File: config.mk
export PLATFORM = sky130hd
export DESIGN_NAME = m_stage_dmem
export DESIGN_NICKNAME = d
export VERILOG_FILES = /design/src/rtl/m_stage_dmem_pkg.sv /design/src/rtl/m_stage_dmem_store_align.sv /design/src/rtl/m_stage_dmem.sv
export SDC_FILE = /design/constraint.sdc
export NUM_CORES = 1
export LEC_CHECK = 0
export CORE_ASPECT_RATIO = 1.4
export CORE_MARGIN = 5
export CORE_UTILIZATION = 38
export DETAILED_ROUTE_END_ITERATION = 12
export PLACE_DENSITY = 0.88
export SLEW_MARGIN = 20
export SYNTH_ARGS = -nofsm -noshare
export SYNTH_HDL_FRONTEND = slang
export SYNTH_HIERARCHICAL = 1
export SYNTH_SLANG_ARGS = --single-unit
File: constraint.sdc
create_clock -name clk -period 1.75 [get_ports clk]
set_clock_uncertainty 0.1 [all_clocks]
set_input_delay 0.175 -clock clk [delete_from_list [all_inputs] [get_ports clk]]
set_output_delay 0.175 -clock clk [all_outputs]
set_load 0.03 [all_outputs]
File: src/rtl/m_stage_dmem_pkg.sv
// rtl/m_stage_dmem_pkg.sv - shared memory-type, FSM state and exception codes for the M stage
package m_stage_dmem_pkg;

  localparam logic [1:0] MT_WORD = 2'b00;
  localparam logic [1:0] MT_HALF = 2'b01;
  localparam logic [1:0] MT_BYTE = 2'b10;

  localparam logic [4:0] EXC_NONE = 5'd0;
  localparam logic [4:0] EXC_ADEL = 5'd4;
  localparam logic [4:0] EXC_ADES = 5'd5;

  typedef enum logic [1:0] {
    ST_IDLE = 2'b00,
    ST_BUSY = 2'b01,
    ST_DONE = 2'b10
  } state_e;

  // Code 11 behaves as a word access.
  function automatic logic misaligned(input logic [1:0] mt, input logic [1:0] addr_lo);
    case (mt)
      MT_HALF: return addr_lo[0];
      MT_BYTE: return 1'b0;
      default: return addr_lo != 2'b00;
    endcase
  endfunction

endpackage

File: src/rtl/m_stage_dmem_store_align.sv
// rtl/m_stage_dmem_store_align.sv - store byte-enable and replicated write-data generation
module store_align
  import m_stage_dmem_pkg::*;
(
  input  logic [1:0]  mem_type_i,
  input  logic [1:0]  addr_lo_i,
  input  logic [31:0] wd_i,
  output logic [3:0]  be_o,
  output logic [31:0] wdata_o
);

  always_comb begin
    be_o    = 4'b1111;
    wdata_o = wd_i;
    case (mem_type_i)
      MT_HALF: begin
        be_o    = addr_lo_i[1] ? 4'b1100 : 4'b0011;
        wdata_o = {2{wd_i[15:0]}};
      end
      MT_BYTE: begin
        be_o    = 4'b0001 << addr_lo_i;
        wdata_o = {4{wd_i[7:0]}};
      end
      default: begin
        be_o    = 4'b1111;
        wdata_o = wd_i;
      end
    endcase
  end

endmodule

File: src/rtl/m_stage_dmem.sv
// rtl/m_stage_dmem.sv - memory stage: data-memory bus master and M/W pipeline register
// Optional misalignment trapping is enabled by defining M_ALIGN_CHECK_EN.
module m_stage_dmem
  import m_stage_dmem_pkg::*;
#(
  parameter logic [31:0] RESET_PC  = 32'h0000_3000,
  parameter logic [31:0] NOP_INSTR = 32'h0000_0000
) (
  input  logic        clk,
  input  logic        reset,
  input  logic [31:0] Instr_M_I,
  input  logic [31:0] PC_M_I,
  input  logic [31:0] ALURS_M_I,
  input  logic [31:0] WD_M_I,
  input  logic [4:0]  Dst_M_I,
  input  logic        MemRd_M_I,
  input  logic        MemWr_M_I,
  input  logic [1:0]  Mem_type_M_I,
  output logic        dm_req,
  output logic        dm_we,
  output logic [31:0] dm_addr,
  output logic [3:0]  dm_be,
  output logic [31:0] dm_wdata,
  input  logic        dm_ready,
  input  logic [31:0] dm_rdata,
  output logic        Stall_M_O,
  output logic [31:0] Instr_W_O,
  output logic [31:0] PC_W_O,
  output logic [31:0] ALURS_W_O,
  output logic [31:0] RD_W_O,
  output logic [31:0] WD_W_O,
  output logic [4:0]  Dst_W_O,
  output logic [4:0]  ExcCode_W_O
);

  state_e      state_q, state_d;
  logic        we_q, bubble, bus_load, mem_op, mis_align, access;
  logic [31:0] addr_q, wdata_q, hold_q;
  logic [3:0]  be_q, be_s;
  logic [31:0] wdata_s;
  logic [31:0] instr_q, pc_q, alurs_q, rd_q, wd_q;
  logic [4:0]  dst_q, exc_q, exc_d;

  assign mem_op = MemRd_M_I | MemWr_M_I;

`ifdef M_ALIGN_CHECK_EN
  // A misaligned op skips the bus entirely and flows to W carrying its exception.
  assign mis_align = mem_op & misaligned(Mem_type_M_I, ALURS_M_I[1:0]);
  assign exc_d     = mis_align ? (MemWr_M_I ? EXC_ADES : EXC_ADEL) : EXC_NONE;
`else
  assign mis_align = 1'b0;
  assign exc_d     = EXC_NONE;
`endif

  assign access = mem_op & ~mis_align;

  store_align u_store_align (
    .mem_type_i (Mem_type_M_I),
    .addr_lo_i  (ALURS_M_I[1:0]),
    .wd_i       (WD_M_I),
    .be_o       (be_s),
    .wdata_o    (wdata_s)
  );

  always_ff @(posedge clk) begin
    if (!reset) state_q <= ST_IDLE;
    else        state_q <= state_d;
  end

  always_comb begin
    state_d = state_q;
    case (state_q)
      ST_IDLE: if (access) state_d = ST_BUSY;
      ST_BUSY: if (dm_ready) state_d = ST_DONE;
      ST_DONE: state_d = ST_IDLE;
      default: state_d = ST_IDLE;
    endcase
  end

  always_comb begin
    Stall_M_O = 1'b0;
    bubble    = 1'b0;
    bus_load  = 1'b0;
    dm_req    = 1'b0;
    case (state_q)
      ST_IDLE: if (access) begin
        Stall_M_O = 1'b1;
        bubble    = 1'b1;
        bus_load  = 1'b1;
      end
      ST_BUSY: begin
        Stall_M_O = 1'b1;
        bubble    = 1'b1;
        dm_req    = 1'b1;
      end
      default: ;
    endcase
  end

  always_ff @(posedge clk) begin
    if (!reset) begin
      addr_q  <= '0;
      we_q    <= 1'b0;
      be_q    <= '0;
      wdata_q <= '0;
      hold_q  <= '0;
      instr_q <= NOP_INSTR;
      pc_q    <= RESET_PC;
      alurs_q <= '0;
      rd_q    <= '0;
      wd_q    <= '0;
      dst_q   <= '0;
      exc_q   <= '0;
    end else begin
      if (bus_load) begin
        addr_q  <= {ALURS_M_I[31:2], 2'b00};
        we_q    <= MemWr_M_I;
        be_q    <= MemWr_M_I ? be_s : 4'b1111;
        wdata_q <= wdata_s;
      end
      if (state_q == ST_BUSY && dm_ready)
        hold_q <= we_q ? 32'h0 : dm_rdata;
      if (bubble) begin
        instr_q <= NOP_INSTR;
        dst_q   <= '0;
        exc_q   <= '0;
      end else begin
        instr_q <= Instr_M_I;
        pc_q    <= PC_M_I;
        alurs_q <= ALURS_M_I;
        wd_q    <= WD_M_I;
        dst_q   <= Dst_M_I;
        exc_q   <= exc_d;
        rd_q    <= (state_q == ST_DONE) ? hold_q : 32'h0;
      end
    end
  end

  assign dm_we       = we_q;
  assign dm_addr     = addr_q;
  assign dm_be       = be_q;
  assign dm_wdata    = wdata_q;
  assign Instr_W_O   = instr_q;
  assign PC_W_O      = pc_q;
  assign ALURS_W_O   = alurs_q;
  assign RD_W_O      = rd_q;
  assign WD_W_O      = wd_q;
  assign Dst_W_O     = dst_q;
  assign ExcCode_W_O = exc_q;

endmodule

[Yosys cells after proc, flatten, opt, wreduce, memory -nomap -nowiden]
Index checks and enable logic that the tools add are counted.
Storage, ports and cells
  input port bits: 172
  word-level logic and storage cells: 38
  register bits after elaboration: 266
  output and inout bits: 241
Cells by class
  reductions and logical operators: 4
  bitwise logic cells: 2
  shift-type cells: 1
  equal/unequal tests: 6
  muxes and demuxes: 13
Operators with widths (count)
  two-way mux 32 bit: 2
  one-hot mux 32 bit (2 select lines): 1
  two-way mux 4 bit: 2
  one-hot mux 4 bit (2 select lines): 1
  equality test 2 x 1 -> 1 bit, second input constant: 2
  equality test 2 bit, second input constant: 2
  two-way mux 2 bit: 2
  inequality test 2 bit, second input constant: 2
  one-hot mux 2 bit (2 select lines): 1
  << shifter 1 x 2 -> 4 bit, first input constant: 1
  two-way mux 1 bit: 3
  zero test 2 bit: 1
  one-hot mux 1 bit (2 select lines): 1
  AND reduction 2 bit: 1
  OR reduction 2 bit: 1
  logical AND 1 bit: 1
  inverter 1 bit: 1
  bitwise OR 1 bit: 1

[Longest topological paths before layout]
Gate-level depths: netlist of run 1.
  depth in word-level cells: 4
  mapped depth: 9
  depth with buffers taken out: 7

[By module]
The synthesis of run 1 kept the hierarchy.
By module, submodules not included
  m_stage_dmem: instances 1, seq. area each 5325.1 um^2, area each 8969.9 um^2, cells each 828
  store_align: instances 1, seq. area each 0.0 um^2, area each 541.8 um^2, cells each 90

[Worst setup path before layout of run 1]
No wires, ideal clock.
  path type: register to register
  start point: reg state_q[0]
  end point: reg alurs_q[20] (netlist: ALURS_W_O[20])
  period minus slack after synthesis: 1655 ps
  setup time: 117 ps
  path buffers: 4
  arrival: 1438 ps
  path slack: 95 ps
  required time: 1533 ps
  stages on the path, launching flop included: 8
  cell sequence: dfxtp_1 buf_6 or3_1 and2_1 buf_6 buf_6 buf_6 a22o_1
Between the ends
  longest elaborated chain between the ends: 2
  elaborated cells between the ends (all ways): 3
  classes of those cells: eq/ne (1); mux (1); reduce/logical (1)
RTL lines
  start: declaration: RTL line m_stage_dmem.sv:36  | state_e state_q, state_d;
  start signal: assignment: RTL line m_stage_dmem.sv:67  | else state_q <= state_d;
  equality test 2 x 1 -> 1 bit / zero test 2 bit (equally long branches): RTL line m_stage_dmem.sv:85  | case (state_q)
  one-hot mux 1 bit (2 select lines) *: RTL line m_stage_dmem.sv:85
  end signal: assignment: RTL line m_stage_dmem.sv:109  | alurs_q <= '0;
  end signal: assignment: RTL line m_stage_dmem.sv:130  | alurs_q <= ALURS_M_I;
  end: declaration: RTL line m_stage_dmem.sv:41  | logic [31:0] instr_q, pc_q, alurs_q, rd_q, wd_q;
Every way passes the cells marked *; elsewhere a longest branch is shown, timed or not.
A chain may end at the register's enable or synchronous reset.

[Worst setup path after layout of run 1]
  start point: reg be_q[3] (netlist: dm_be[3])
  end point: out dm_be[3]
RTL lines
  start: declaration: RTL line m_stage_dmem.sv:39  | logic [3:0] be_q, be_s;
  start signal: assignment: RTL line m_stage_dmem.sv:118  | be_q <= MemWr_M_I ? be_s : 4'b1111;
  end: declaration: RTL line m_stage_dmem.sv:22  | output logic [3:0] dm_be,
No word-level cell between the ends.

==> key figures, run 1 <==
Routing
  – Routed length per placed instance: 21.2 um
  – Count of vias placed by the detailed router: a little under 9000
  – Vias per cell: between 5 and 6
  – First-iteration detailed-routing DRC count: approximately 600
  – Remaining design rule violation count: 0
  – Final WL: ~35000 um
  – Count of antenna-violating nets left after detailed routing: 0
  – 1st-pass router iterations: 5

Critical path
  – Worst setup path end: dm_be[3]
  – Path type of the worst setup path: reg -> out
  – Maximum cell stage delay along the critical path: 510 ps
  – R2r endpoint: WD_W_O[27]
  – Worst Path Arrival: approximately 1400 ps
  – Slowest cell on crit path: sky130_fd_sc_hd__dlygate4sd2_1
  – Critical path, cell by cell: dlygate4sd2_1
  – Depth of the critical timing path with buffers and inverters included: 1
  – Startpoint of the most critical setup path: dm_be[3]
  – Buffer and inverter count on the worst path: 1
  – Kind of cell adding the most delay to the critical path: buffers and inverters
  – Critical Path Source Type: register
  – Flop-to-flop setup slack: around 150 ps
  – Crit-path max FO: 2
  – Required time at the worst-slack endpoint: 1470 ps
  – Element type at the critical path end: primary output
  – Number of cells traversed by the worst register-to-register path: 4
  – Reg2reg start: state_q[0]

Synthesis
  – Yosys top cell area share: between 50% and 60%
  – Post-synthesis sequential element count: roughly 270
  – Number of standard cells after synthesis: 918
  – Netlist area before placement: roughly 0.0095 mm^2
  – Unique masters post-synth: 33
  – Largest area contributor in the synthesized netlist: sky130_fd_sc_hd__dfxtp_1
  – Leading cell types by total area after synthesis: sky130_fd_sc_hd__dfxtp_1 (56%), sky130_fd_sc_hd__a22o_1 (12%), sky130_fd_sc_hd__a21boi_0 (6.6%)
  – Yosys Warn Count: 6
  – Mean cell area of the mapped netlist: around 10 um^2
  – Fraction of the yosys area taken by sequential cells: ~56%

STA
  – Number of pins exceeding their max-slew limit in the final report: 0
  – RSZ-0062 raised after global routing: no
  – Final Critical Period: around 1700 ps
  – Final period utilization: about 95%
  – Transition time at the pin with the least slew margin: approximately 560 ps
  – Total of endpoints with negative setup slack in the final report: 0
  – Relative max-transition margin: between 60% and 70%
  – Highest clock frequency the design can meet: ~0.60 GHz
  – Hold violation count in the final report: 0

Floorplan
  – DIE WIDTH: ~140 um
  – Die Footprint: about 0.028 mm^2
  – Height of the die: 197 um
  – Core Box Area: around 0.025 mm^2
  – Initial Util: about two fifths
  – IO Count: 413
  – Cell Rows: 68

Global route
  – Pin count of the biggest net entering global routing: 58
  – Initial antenna violation count: 2
  – Via count of the first global-routing pass: 8817
  – Gr usage total: 22.9%
  – Remaining global-route overflow: 0
  – Wire length of the first global-routing pass: 51200 um

Finish
  – Layout cell share with drive strength beyond 1: under 10%
  – Diode insertion count for antenna repair: 0
  – Post-layout nets: ~1500
  – Utilization after layout: between 50% and 60%
  – Multi-input logic area: around 0.0037 mm^2
  – Filler cells: about 2100
  – Area taken by flip-flops and latches: roughly 0.0053 mm^2
  – Area growth syn-to-layout: 54.2%

CTS
  – Clock latency on the worst-skew pair: around 530 ps
  – Clock net sink count: approximately 270
  – Post-cts hold buffer count: 0
  – Max clock buf depth: 3
  – CTS tree: yes
  – CTS clock-pin slew for the worst setup and hold paths: 70 ps
  – Total clock buffers created by CTS: 26
  – Clock root buffer master: sky130_fd_sc_hd__clkbuf_16
  – Clock H-tree levels: 1

Power
  – Power density normalized to cell area: 1050 mW/mm^2
  – Maximum VDD drop: 0.814 mV
  – Total power: about 15 mW
  – Pleak: 6.61 nW

Place
  – I/O Buffers: 405
  – Final HPWL DP: between 20000 and 30000 um
  – Placer congestion estimate: 0.897

Job
  – Max-cap viol count: 0

Worst hold path
  – Worst Hold Class: in -> reg

Outcome
  – Outcome: finished, final reports clean
==> registers in the layout, summed over array words and instances, names as in the netlist <==
register / flops
hold_q: 32
dm_addr: 30
Instr_W_O: 32
PC_W_O: 32
RD_W_O: 32
WD_W_O: 32
Dst_W_O: 5
dm_we: 1
dm_be: 4
dm_wdata: 32
state_q: 2
ALURS_W_O: 32
==> area by class of cell <==
cell class | instances | share of cell area (%)
Multi-Input combinational cell | 550 | 25.1
Timing Repair Buffer | 452 | 29.2
Tap cell | 315 | 2.69
Sequential cell | 266 | 36.3
Inverter | 3 | 0.0768
Clock inverter | 14 | 1.47
Clock buffer | 34 | 5.13
==> what timing repair did <==
| item | 4_1_cts | 5_1_grt |
|---|---|---|
| pin swaps | 1 | 1 |
| resized for setup | 235 | 3 |
| buffers inserted | 0 | 3 |
| setup endpoints to repair | 231 | 4 |
==> cell usage in the layout (no fill, tap or decap), types with 11 or more instances in the layout <==
cell type,Yosys,routed
sky130_fd_sc_hd__a21boi_0,84,84
sky130_fd_sc_hd__o21ai_0,80,80
sky130_fd_sc_hd__a21boi_1,11,11
sky130_fd_sc_hd__clkdlybuf4s50_1,0,170
sky130_fd_sc_hd__dfxtp_1,266,265
sky130_fd_sc_hd__nand2_1,58,58
sky130_fd_sc_hd__a22o_1,134,134
sky130_fd_sc_hd__dlygate4sd2_1,0,228
sky130_fd_sc_hd__nand3b_1,33,33
sky130_fd_sc_hd__nand3_1,62,62
sky130_fd_sc_hd__and2_1,39,38
sky130_fd_sc_hd__buf_12,0,14
sky130_fd_sc_hd__clkbuf_16,0,27
sky130_fd_sc_hd__buf_4,15,36
==> power by group <==
part / total [mW] / internal [mW] / switching (mW) / leakage [nW]
Combinational: 2.65 / 1.09 / 1.56 / 3.98
Clock: 6.22 / 3.79 / 2.44 / 0.465
Sequential: 6.55 / 6.39 / 0.167 / 2.17
Total: 15.4 / 11.3 / 4.16 / 6.61
==> cells in the mapped netlist <==
cell type	instances
sky130_fd_sc_hd__a21boi_0	84
sky130_fd_sc_hd__a21boi_1	11
sky130_fd_sc_hd__a21o_1	3
sky130_fd_sc_hd__a21oi_1	1
sky130_fd_sc_hd__a22o_1	134
sky130_fd_sc_hd__a22oi_1	8
sky130_fd_sc_hd__and2_1	39
sky130_fd_sc_hd__and3b_1	2
sky130_fd_sc_hd__buf_1	2
sky130_fd_sc_hd__buf_2	19
sky130_fd_sc_hd__buf_4	15
sky130_fd_sc_hd__buf_6	10
sky130_fd_sc_hd__clkbuf_1	56
sky130_fd_sc_hd__clkbuf_2	3
sky130_fd_sc_hd__conb_1	1
sky130_fd_sc_hd__dfxtp_1	266
sky130_fd_sc_hd__ha_1	3
sky130_fd_sc_hd__inv_1	3
sky130_fd_sc_hd__nand2_1	58
sky130_fd_sc_hd__nand2b_1	2
sky130_fd_sc_hd__nand3_1	62
sky130_fd_sc_hd__nand3b_1	33
sky130_fd_sc_hd__nor2_1	4
sky130_fd_sc_hd__nor2b_1	4
sky130_fd_sc_hd__nor3_1	1
sky130_fd_sc_hd__o21a_1	1
sky130_fd_sc_hd__o21ai_0	80
sky130_fd_sc_hd__o21ai_1	2
sky130_fd_sc_hd__o221a_2	4
sky130_fd_sc_hd__o22a_1	2
sky130_fd_sc_hd__or2_1	2
sky130_fd_sc_hd__or2_2	2
sky130_fd_sc_hd__or3_1	1
==> worst min-delay path by stage <==
stage / startpoint / to / slack (ps) / depth (start not counted)
global placement: hold_q[15] / RD_W_O[15] / 350 / 1
CTS: reset / PC_W_O[13] / 60 / 4
global route: reset / PC_W_O[13] / 80 / 4
floorplan: dm_ready / state_q[0] / 170 / 1
detailed placement: hold_q[2] / RD_W_O[2] / 350 / 1
finish: reset / PC_W_O[13] / 70 / 4
==> cells by family (layout without fill, tap and decap cells) <==
logic type               after synthesis  after routing  share of synthesized area [%]
AND/OR/NAND/NOR                      210            210                           11.8
adder cells (fa/ha/maj)                3              3                          0.395
other                                  1              7                         0.0394
AO/OA/AOI/OAI                        330            330                           25.8
flip-flops                           266            266                           56.0
buffers and inverters                108            503                           5.93
==> stage by stage <==
step / instance area [um^2] / hold WS (ps) / setup slack [ps] / std cells / TNS (ps)
finish: 14700 / 70.0 / 89.7 / 1634 / 0
global route: 14700 / 82.7 / 10.5 / 1634 / 0
CTS: 14600 / 55.3 / 34.4 / 1632 / 0
detailed placement: 14000 / 350 / -349 / 1584 / -22700
global placement: 14000 / 346 / -262 / 1584 / -24870
floorplan: 9530 / 170 / 95.1 / 924 / 0
==> layer usage <==
layer  routed length (um)  part of all wire [%]  global-route usage, %  vias up
li1                     -                     -                      -     4020
met2                16500                    48                   39.0      439
met3                 4060                    12                   8.33       88
met4                 1460                   4.2                   9.14        4
met1                12600                    36                   25.8     4118
met5                   23                 0.066                      0        -
(Power assumes the default switching activity.)
==> run 2, diff against run 1 <==
--- a/config.mk
+++ b/config.mk
@@ -5,6 +5,7 @@
 export SDC_FILE = /design/constraint.sdc
 export NUM_CORES = 1
 export LEC_CHECK = 0
+export ABC_AREA = 0
 export CORE_ASPECT_RATIO = 1.4
 export CORE_MARGIN = 5
 export CORE_UTILIZATION = 38
==> results of run 2 <==
Same layout as run 1: the final DEF is identical, and so are final timing and power.
==> run 3, diff against run 2 <==
--- a/config.mk
+++ b/config.mk
@@ -6,7 +6,7 @@
 export NUM_CORES = 1
 export LEC_CHECK = 0
 export ABC_AREA = 0
-export CORE_ASPECT_RATIO = 1.4
+export CORE_ASPECT_RATIO = 0.7
 export CORE_MARGIN = 5
 export CORE_UTILIZATION = 38
 export DETAILED_ROUTE_END_ITERATION = 12
==> key figures, run 3 (same netlist as run 1, synthesis figures left out) <==
CTS
  – Total clock buffers created by CTS: 26 (unchanged)
  – CTS clock-pin slew for the worst setup and hold paths: 70 ps (about the same)
  – Post-cts hold buffer count: 0 (unchanged)
  – CTS tree: yes
  – Number of buffers added for setup after CTS: 0 (unchanged)
  – Clock latency on the worst-skew pair: 540 ps (about the same)
  – Clock net sink count: 266 (unchanged)
  – Clock root buffer master: sky130_fd_sc_hd__clkbuf_16
  – Max clock buf depth: 3 (unchanged)
  – Clock H-tree levels: 1 (unchanged)

Routing
  – Remaining design rule violation count: 0 (unchanged)
  – 1st-pass router iterations: 5 (unchanged)
  – Count of antenna-violating nets left after detailed routing: 0 (unchanged)
  – Vias per cell: 5.24 (-1.2%)
  – First-iteration detailed-routing DRC count: 528 (-14%)
  – Count of vias placed by the detailed router: 8573 (-1.1%)
  – Routed length per placed instance: 20.8 um (-2.0%)
  – Final WL: 34000 um (-1.9%)

Power
  – Power density normalized to cell area: 1030 mW/mm^2 (-1.8%)
  – Power share of the clock group: 39.1% (-1.2 points)
  – Maximum VDD drop: 0.698 mV (-14%)
  – Proportion of total power due to net switching: 27.5% (+0.54 points)
  – Internal Power: 10.9 mW (-3.4%)
  – Combinational group share of total power: 17.3% (about the same)
  – Switching Power: 4.13 mW (-0.73%)
  – Seq pwr share: 43.6% (+1.1 points)
  – Total power: 15.0 mW (-2.7%)
  – Pleak: 6.55 nW (-0.86%)

Finish
  – Most frequent cells in the layout: sky130_fd_sc_hd__dfxtp_1 (264), sky130_fd_sc_hd__dlygate4sd2_1 (229), sky130_fd_sc_hd__clkdlybuf4s50_1 (170), sky130_fd_sc_hd__a22o_1 (134), sky130_fd_sc_hd__a21boi_0 (84)
  – Post-layout nets: 1465 (-0.61%)
  – Diode insertion count for antenna repair: 0 (unchanged)
  – Utilization after layout: 59.1% (-0.38 points)
  – Filler cells: 2087 (+0.19%)
  – Area taken by flip-flops and latches: 0.00533 mm^2 (about the same)
  – Area growth syn-to-layout: 52.9%
  – Most frequent standard cell in the layout excluding fill and tap cells: sky130_fd_sc_hd__dfxtp_1
  – Multi-input logic area: 0.00369 mm^2 (+0.20%)
  – Layout cell share with drive strength beyond 1: 8.09% (-0.32 points)

STA
  – Final period utilization: 97.7% (+2.9 points)
  – Highest clock frequency the design can meet: 0.585 GHz (-2.9%)
  – Hold violation count in the final report: 0 (unchanged)
  – RSZ-0062 raised after global routing: yes
  – Number of pins exceeding their max-slew limit in the final report: 0 (unchanged)
  – Total of endpoints with negative setup slack in the final report: 0 (unchanged)
  – Final Critical Period: 1710 ps (+50.2 ps)
  – Total negative setup slack: 0 ps (unchanged)

Critical path
  – Startpoint of the most critical setup path: dm_wdata[8]
  – Flop-to-flop setup slack: 140 ps (about the same)
  – Worst Path Arrival: 1440 ps (+50 ps)
  – Critical Path Source Type: register
  – Depth of the critical timing path with buffers and inverters included: 1 (unchanged)
  – Worst setup path end: dm_wdata[8]
  – R2r endpoint: RD_W_O[29]
  – Reg2reg start: state_q[0]
  – Maximum cell stage delay along the critical path: 530 ps (+20 ps)
  – Path type of the worst setup path: reg -> out
  – Slowest cell on crit path: sky130_fd_sc_hd__dlygate4sd2_1
  – Critical path, cell by cell: dlygate4sd2_1
  – Element type at the critical path end: primary output
  – Number of cells traversed by the worst register-to-register path: 4 (unchanged)
  – Kind of cell adding the most delay to the critical path: buffers and inverters
  – Required time at the worst-slack endpoint: 1470 ps (about the same)
  – Buffer and inverter count on the worst path: 1 (unchanged)
  – Crit-path max FO: 2 (unchanged)

Global route
  – Wire length of the first global-routing pass: 50700 um (-1.1%)
  – Pin count of the biggest net entering global routing: 63 (+8.6%)
  – Gr usage total: 22.4% (-0.53 points)
  – Remaining global-route overflow: 0 (unchanged)
  – Via count of the first global-routing pass: 8618 (-2.3%)
  – Initial antenna violation count: 0 (-2)

Floorplan
  – Cell Rows: 48 (-29%)
  – Core Box Area: 0.0246 mm^2 (-0.20%)
  – IO Count: 413 (unchanged)
  – DIE WIDTH: 199 um (+39%)
  – Initial Util: 38.6% (+0.078 points)
  – Height of the die: 142 um (-28%)
  – Die Footprint: 0.0283 mm^2 (about the same)

Worst hold path
  – Worst Hold Class: in -> reg

Outcome
  – Outcome: finished, final reports clean

Place
  – I/O Buffers: 405 (unchanged)
  – Final HPWL DP: 24700 um (-3.0%)
  – Placer congestion estimate: 0.824 (-8.1%)

Job
  – Max-cap viol count: 0 (unchanged)
## run 3: cell count changes in the layout (fill, tap and decap cells not counted), moves of 2 or more
| cell | change |
|---|---|
| sky130_fd_sc_hd__buf_4 | -8 |
| sky130_fd_sc_hd__clkinv_2 | +5 |
| sky130_fd_sc_hd__bufinv_16 | -2 |
| sky130_fd_sc_hd__clkbuf_1 | -2 |
## run 3: worst min-delay path by stage
stage | from | end | slack (ps) | depth (start not counted)
2_1_floorplan | dm_ready | state_q[0] | 170 | 1
3_3_place_gp | PC_W_O[13] | PC_W_O[13] | 350 | 1
3_5_place_dp | hold_q[23] | RD_W_O[23] | 350 | 1
4_1_cts | reset | state_q[0] | 5 | 4
5_1_grt | reset | state_q[0] | 20 | 4
6_report | reset | state_q[0] | 40 | 4
## run 3: area by class of cell
cell class / count / area share, %
Clock buffer: 32 / 5.04
Clock inverter: 16 / 1.22
Inverter: 3 / 0.0774
Multi-Input combinational cell: 550 / 25.4
Sequential cell: 266 / 36.6
Tap cell: 325 / 2.80
Timing Repair Buffer: 443 / 28.9
## run 3: power groups by stage
stage               registers (mW)  clock network (mW)  logic (mW)
floorplan                     7.25                   0       0.847
global placement              6.68                   0        2.75
detailed placement            6.69                   0        2.79
CTS                           6.55                5.97        2.61
global route                  6.59                6.25        2.76
finish                        6.55                5.87        2.60
## run 3: layer usage
layer,vias to the layer above,GRT usage (%),part of all wire (%)
li1,4020,-,-
met5,-,0,0
met4,0,8.42,4.0
met1,4068,27.0,39
met2,397,37.4,47
met3,88,7.24,9.8
## run 3: through the flow
| stage | hold WS [ps] | cell area, um^2 | setup WS [ps] | cells |
|---|---|---|---|---|
| after floorplan | 170 | 9530 | 95.1 | 924 |
| after global placement | 347 | 13900 | -200 | 1587 |
| after detailed placement | 351 | 13900 | -257 | 1587 |
| after CTS | 4.81 | 14500 | 11.0 | 1635 |
| after global routing | 15.5 | 14500 | -3.47 | 1635 |
| final | 37.7 | 14500 | 39.5 | 1635 |
## run 3: worst register-to-register path: stages, from the launching register on
cell and delay [ps]:
sky130_fd_sc_hd__dfxtp_4 380, sky130_fd_sc_hd__or3_1 370, sky130_fd_sc_hd__and2_4 190, sky130_fd_sc_hd__buf_12 180
sky130_fd_sc_hd__a22o_1 260
## run 3: what timing repair did
action / 4_1_cts / 5_1_grt
endpoints found under the hold margin: 0 / 0
pin swaps: 1 / 0
setup endpoints to repair: 231 / 2
resized for setup: 238 / 4
==> variant 1: new RTL, config.mk and constraints of run 2 <==
Change the parameter `RESET_PC` from 32'h0000_3000 to 32'h00002000.
--- a/src/rtl/m_stage_dmem.sv
+++ b/src/rtl/m_stage_dmem.sv
@@ -3,7 +3,7 @@
 module m_stage_dmem
   import m_stage_dmem_pkg::*;
 #(
-  parameter logic [31:0] RESET_PC  = 32'h0000_3000,
+  parameter logic [31:0] RESET_PC  = 32'h00002000,
   parameter logic [31:0] NOP_INSTR = 32'h0000_0000
 ) (
   input  logic        clk,
Function: changed (a bounded check fails within 4 cycles, from zero or initial values and one cycle with reset low).
==> variant 1 against run 2 <==
Power fell by 3.3%. Wire length rose by 0.66%. Sequential share of layout area rose by 0.30 points. Area after synthesis barely moved. Sequential power barely moved. Worst setup slack got worse by 0.010 ns. Sequential cell count did not move. Worst hold slack improved by 0.033 ns. Cell area fell by 0.87%. Largest power group unchanged.
==> variant 1: results (changes against run 2) <==
Initial antenna violation count: 1 (-1)
Outcome: completed
WL/cell: 21.35 um (+0.79%)
Seq/total area: 36.63% (+0.30 points)
Met2 WL: 18,060 um (+9.5%)
Worst vdd ir: 1027 uV (+26%)
Slew headroom: 61.29% (-1.4 points)
First-pass GRT wire length: 51,710 um (+0.94%)
Filler cell count: 2,081 (-0.096%)
Yosys cell types: 32 (-3.0%)
Layout Cells excl Fill: 1,632 (-0.12%)
Worst r2r src: state_q[1]
Die footprint: 28,360 um^2 (about the same)
Layout cells sized above 1: 8.049% (-0.37 points)
Crit-path leading delay family: flip-flops
Multi-input gates: 546 (-0.73%)
Iter 0 DRT Violations: 589 (-3.6%)
Critical path launch point: state_q[0]
Worst hold endpoint: Instr_W_O[10]
WL met1: 12,520 um (-0.38%)
Register-to-Register Setup Slack: 0.12 ns (-0.03 ns)
Layout clock area frac: 6.006% (-0.59 points)
GRT Util Overall: 23.02% (+0.14 points)
Signal buffers: 453 (+0.22%)
Hold Startpoint: Instr_M_I[10]
[variant 1: cell count changes in the layout (fill, tap and decap cells not counted), moves of 3 or more]
cell,before,now
bufinv_16,5,2
clkbuf_1,2,7
buf_4,36,40
clkinvlp_4,4,0
[variant 1: kinds of logic after synthesis]
logic type                 after synthesis  synth area share, %
and+or+nand+nor                        207                11.81
other                                    1              0.03940
AOI/OAI and AO/OA                      329                25.75
DFF                                    266                55.95
adders and majority gates                3               0.3944
buffers and inverters                  110                6.060
[variant 1: power by group through the flow]
stage | combinational (W) | sequential [W] | clock (W)
global route | 0.00277 | 0.00660 | 0.00608
floorplan | 0.000839 | 0.00726 | 0
global placement | 0.00277 | 0.00669 | 0
CTS | 0.00263 | 0.00657 | 0.00585
finish | 0.00262 | 0.00657 | 0.00573
detailed placement | 0.00281 | 0.00671 | 0
[variant 1: metal layers]
metal / track usage [%] / vias up
met3: 5.328 / 92
met2: 41.69 / 420
met5: 0 / -
met1: 25.61 / 4162
li1: - / 4022
met4: 9.595 / 0
==> variant 2: new RTL, settings of run 2 <==
Made on the original files. The 3 states of `state_e` get a one-hot encoding in 3 bits.
--- a/src/rtl/m_stage_dmem_pkg.sv
+++ b/src/rtl/m_stage_dmem_pkg.sv
@@ -9,10 +9,10 @@
   localparam logic [4:0] EXC_ADEL = 5'd4;
   localparam logic [4:0] EXC_ADES = 5'd5;
 
-  typedef enum logic [1:0] {
-    ST_IDLE = 2'b00,
-    ST_BUSY = 2'b01,
-    ST_DONE = 2'b10
+  typedef enum logic [2:0] {
+    ST_IDLE = 3'b001,
+    ST_BUSY = 3'b010,
+    ST_DONE = 3'b100
   } state_e;
 
   // Code 11 behaves as a word access.
Behaviour: no difference found for any inputs over 4 cycles, from zero or initial values and one cycle with reset low; so few cycles prove little.
==> variant 2 against run 2 <==
The flow now finishes with violations (setup timing). Sequential cell count grew 1. Largest cell class unchanged. Area after synthesis rose by 15%. Worst setup slack worse by 0.22 ns. Sequential share of layout area decreased by 3.5 points. Count of clock-buffer cells in the layout grew 4. Wire length is 11% higher. Highest routed layer unchanged. Cell area is 11% higher. Power rose by 11%.
==> variant 2: results (changes against run 2) <==
Largest net degree at the start of global routing: 109 (+88%)
Met1 usage: 26.35% (+0.50 points)
Commonest cells post-synth: dfxtp_1 (267), nand2_1 (184), a22oi_1 (103)
Post-synthesis sequential area ratio: 48.95% (-7.0 points)
Met3 WL: 2967 um (-27%)
Clock transition at path regs: 0.07 ns (about the same)
Initial antenna violation count: 4 (+2)
Final Worst Setup Slack: -0.1319 ns (-0.2216 ns)
Final setup viols: 2 (+2)
Dpl ws: -0.3173 ns (+0.03155 ns)
Largest cells by area after synthesis: dfxtp_1 (49%), a32oi_1 (7.5%), a22oi_1 (7.1%), a21boi_1 (6.9%), nand2_1 (6.3%)
Top layer in use: met5
Global Route met3 Usage: 4.909% (-3.4 points)
Total combinational power: 0.00426 W (+61%)
Routed WL: 38,420 um (+11%)
CP Data Arrival Time: 1.61 ns (+0.22 ns)
GRT Util Overall: 22.50% (-0.38 points)
Ys async rst share: 0% (unchanged)
Drt via density: 5.586 (+5.3%)
Leakage: 6.908 nW (+4.5%)
Slowest stage cell, crit path: dfxtp_2
Vias in the first global route: 10,596 (+20%)
I/O Buffers: 405 (unchanged)
Seq group: 0.00688 W (+5.0%)
First drt pass iteration count: 8 (+3)
Hold Crit Class: input pin to flop
Power per cell area: 1055 nW/um^2 (+0.31%)
Root Buffer: clkbuf_16
Crit-path leading delay family: buffers and inverters
Post-detail-place hpwl: 26,820 um (+5.4%)
Met2 WL: 19,240 um (+17%)
Final TNS setup: -0.1811 ns (-0.1811 ns)
Yosys cell types: 34 (+3.0%)
Layout cells sized above 1: 8.622% (+0.21 points)
Worst vdd ir: 826.4 uV (+1.5%)
Largest stage delay, worst path: 0.33 ns (-0.18 ns)
Worst skew pair latency: 0.53 ns (about the same)
Nets@finish: 1,687 (+14%)
Iter 0 DRT Violations: 944 (+55%)
Slew headroom: 62.29% (-0.36 points)
Filler cell count: 2,431 (+17%)
Final Wtd Congestion: 0.8551 (-4.7%)
Internal power: 0.01186 W (+5.3%)
Outcome: complete, but fails checks
CTS Buffer Depth: 3 (unchanged)
CP Max Fanout: 4 (+2)
WL met1: 14,140 um (+13%)
Num CTS Buffers: 27 (+3.8%)
Warnings, synthesis: 6 (unchanged)
H-tree depth: 1 (unchanged)
Failing checks: setup timing
First-pass GRT wire length: 59,590 um (+16%)
GR Util met2: 38.88% (-0.12 points)
## variant 2: changes by cell type in the layout (fill, tap and decap cells not counted), moves of 6 or more
cell	delta
a21boi_1	+95
a22o_1	-94
a22oi_1	+95
a32oi_1	+94
buf_6	+6
nand2_1	+125
nand3_1	-62
o21ai_0	-62
## variant 2: stage by stage
step	area, um^2	util (%)	hold WS [ns]	instances
4_1_cts	16230	57.15	0.07357	1901
3_3_place_gp	15510	54.61	0.3371	1849
3_5_place_dp	15510	54.61	0.3452	1849
6_report	16290	57.36	0.09719	1910
2_1_floorplan	10950	-	0.1967	1147
5_1_grt	16290	57.34	0.08374	1908
## variant 2: final timing paths
check                 from             to  slack, ns  cells past startpoint
min reg2reg   dm_wdata[26]   dm_wdata[26]       0.35                      2
min          Instr_M_I[31]  Instr_W_O[31]        0.1                      2
max reg2reg     state_q[0]     RD_W_O[16]       0.09                      7
max             state_q[0]      Stall_M_O      -0.13                      6
## variant 2: timing repair
item / 4_1_cts / 5_1_grt
cloned: 0 / 0
hold endpoints to repair: 17 / 0
gates resized for setup: 245 / 10
buffers inserted: 3 / 5
setup endpoints to repair: 233 / 19
hold buffers: 1 / 0
pin swaps: 1 / 2
## variant 2: logic make-up after synthesis
family	share of synthesized area [%]
AO/OA/AOI/OAI	32.80
AND/OR/NAND/NOR	11.95
flip-flops	48.95
buffers and inverters	5.923
adder cells (fa/ha/maj)	0.3438
other	0.03434
## variant 2: layout make-up
class / instances / area [um^2] / share of cell area, %
flip-flops and latches: 267 / 5349 / 32.83
multi-input cells: 741 / 5025 / 30.84
repair buffers: 467 / 4482 / 27.51
clock buffers: 38 / 797.0 / 4.891
well taps: 375 / 469.2 / 2.880
clock inverters: 10 / 131.4 / 0.8063
inverters: 8 / 31.28 / 0.1920
diodes: 4 / 10.01 / 0.06143
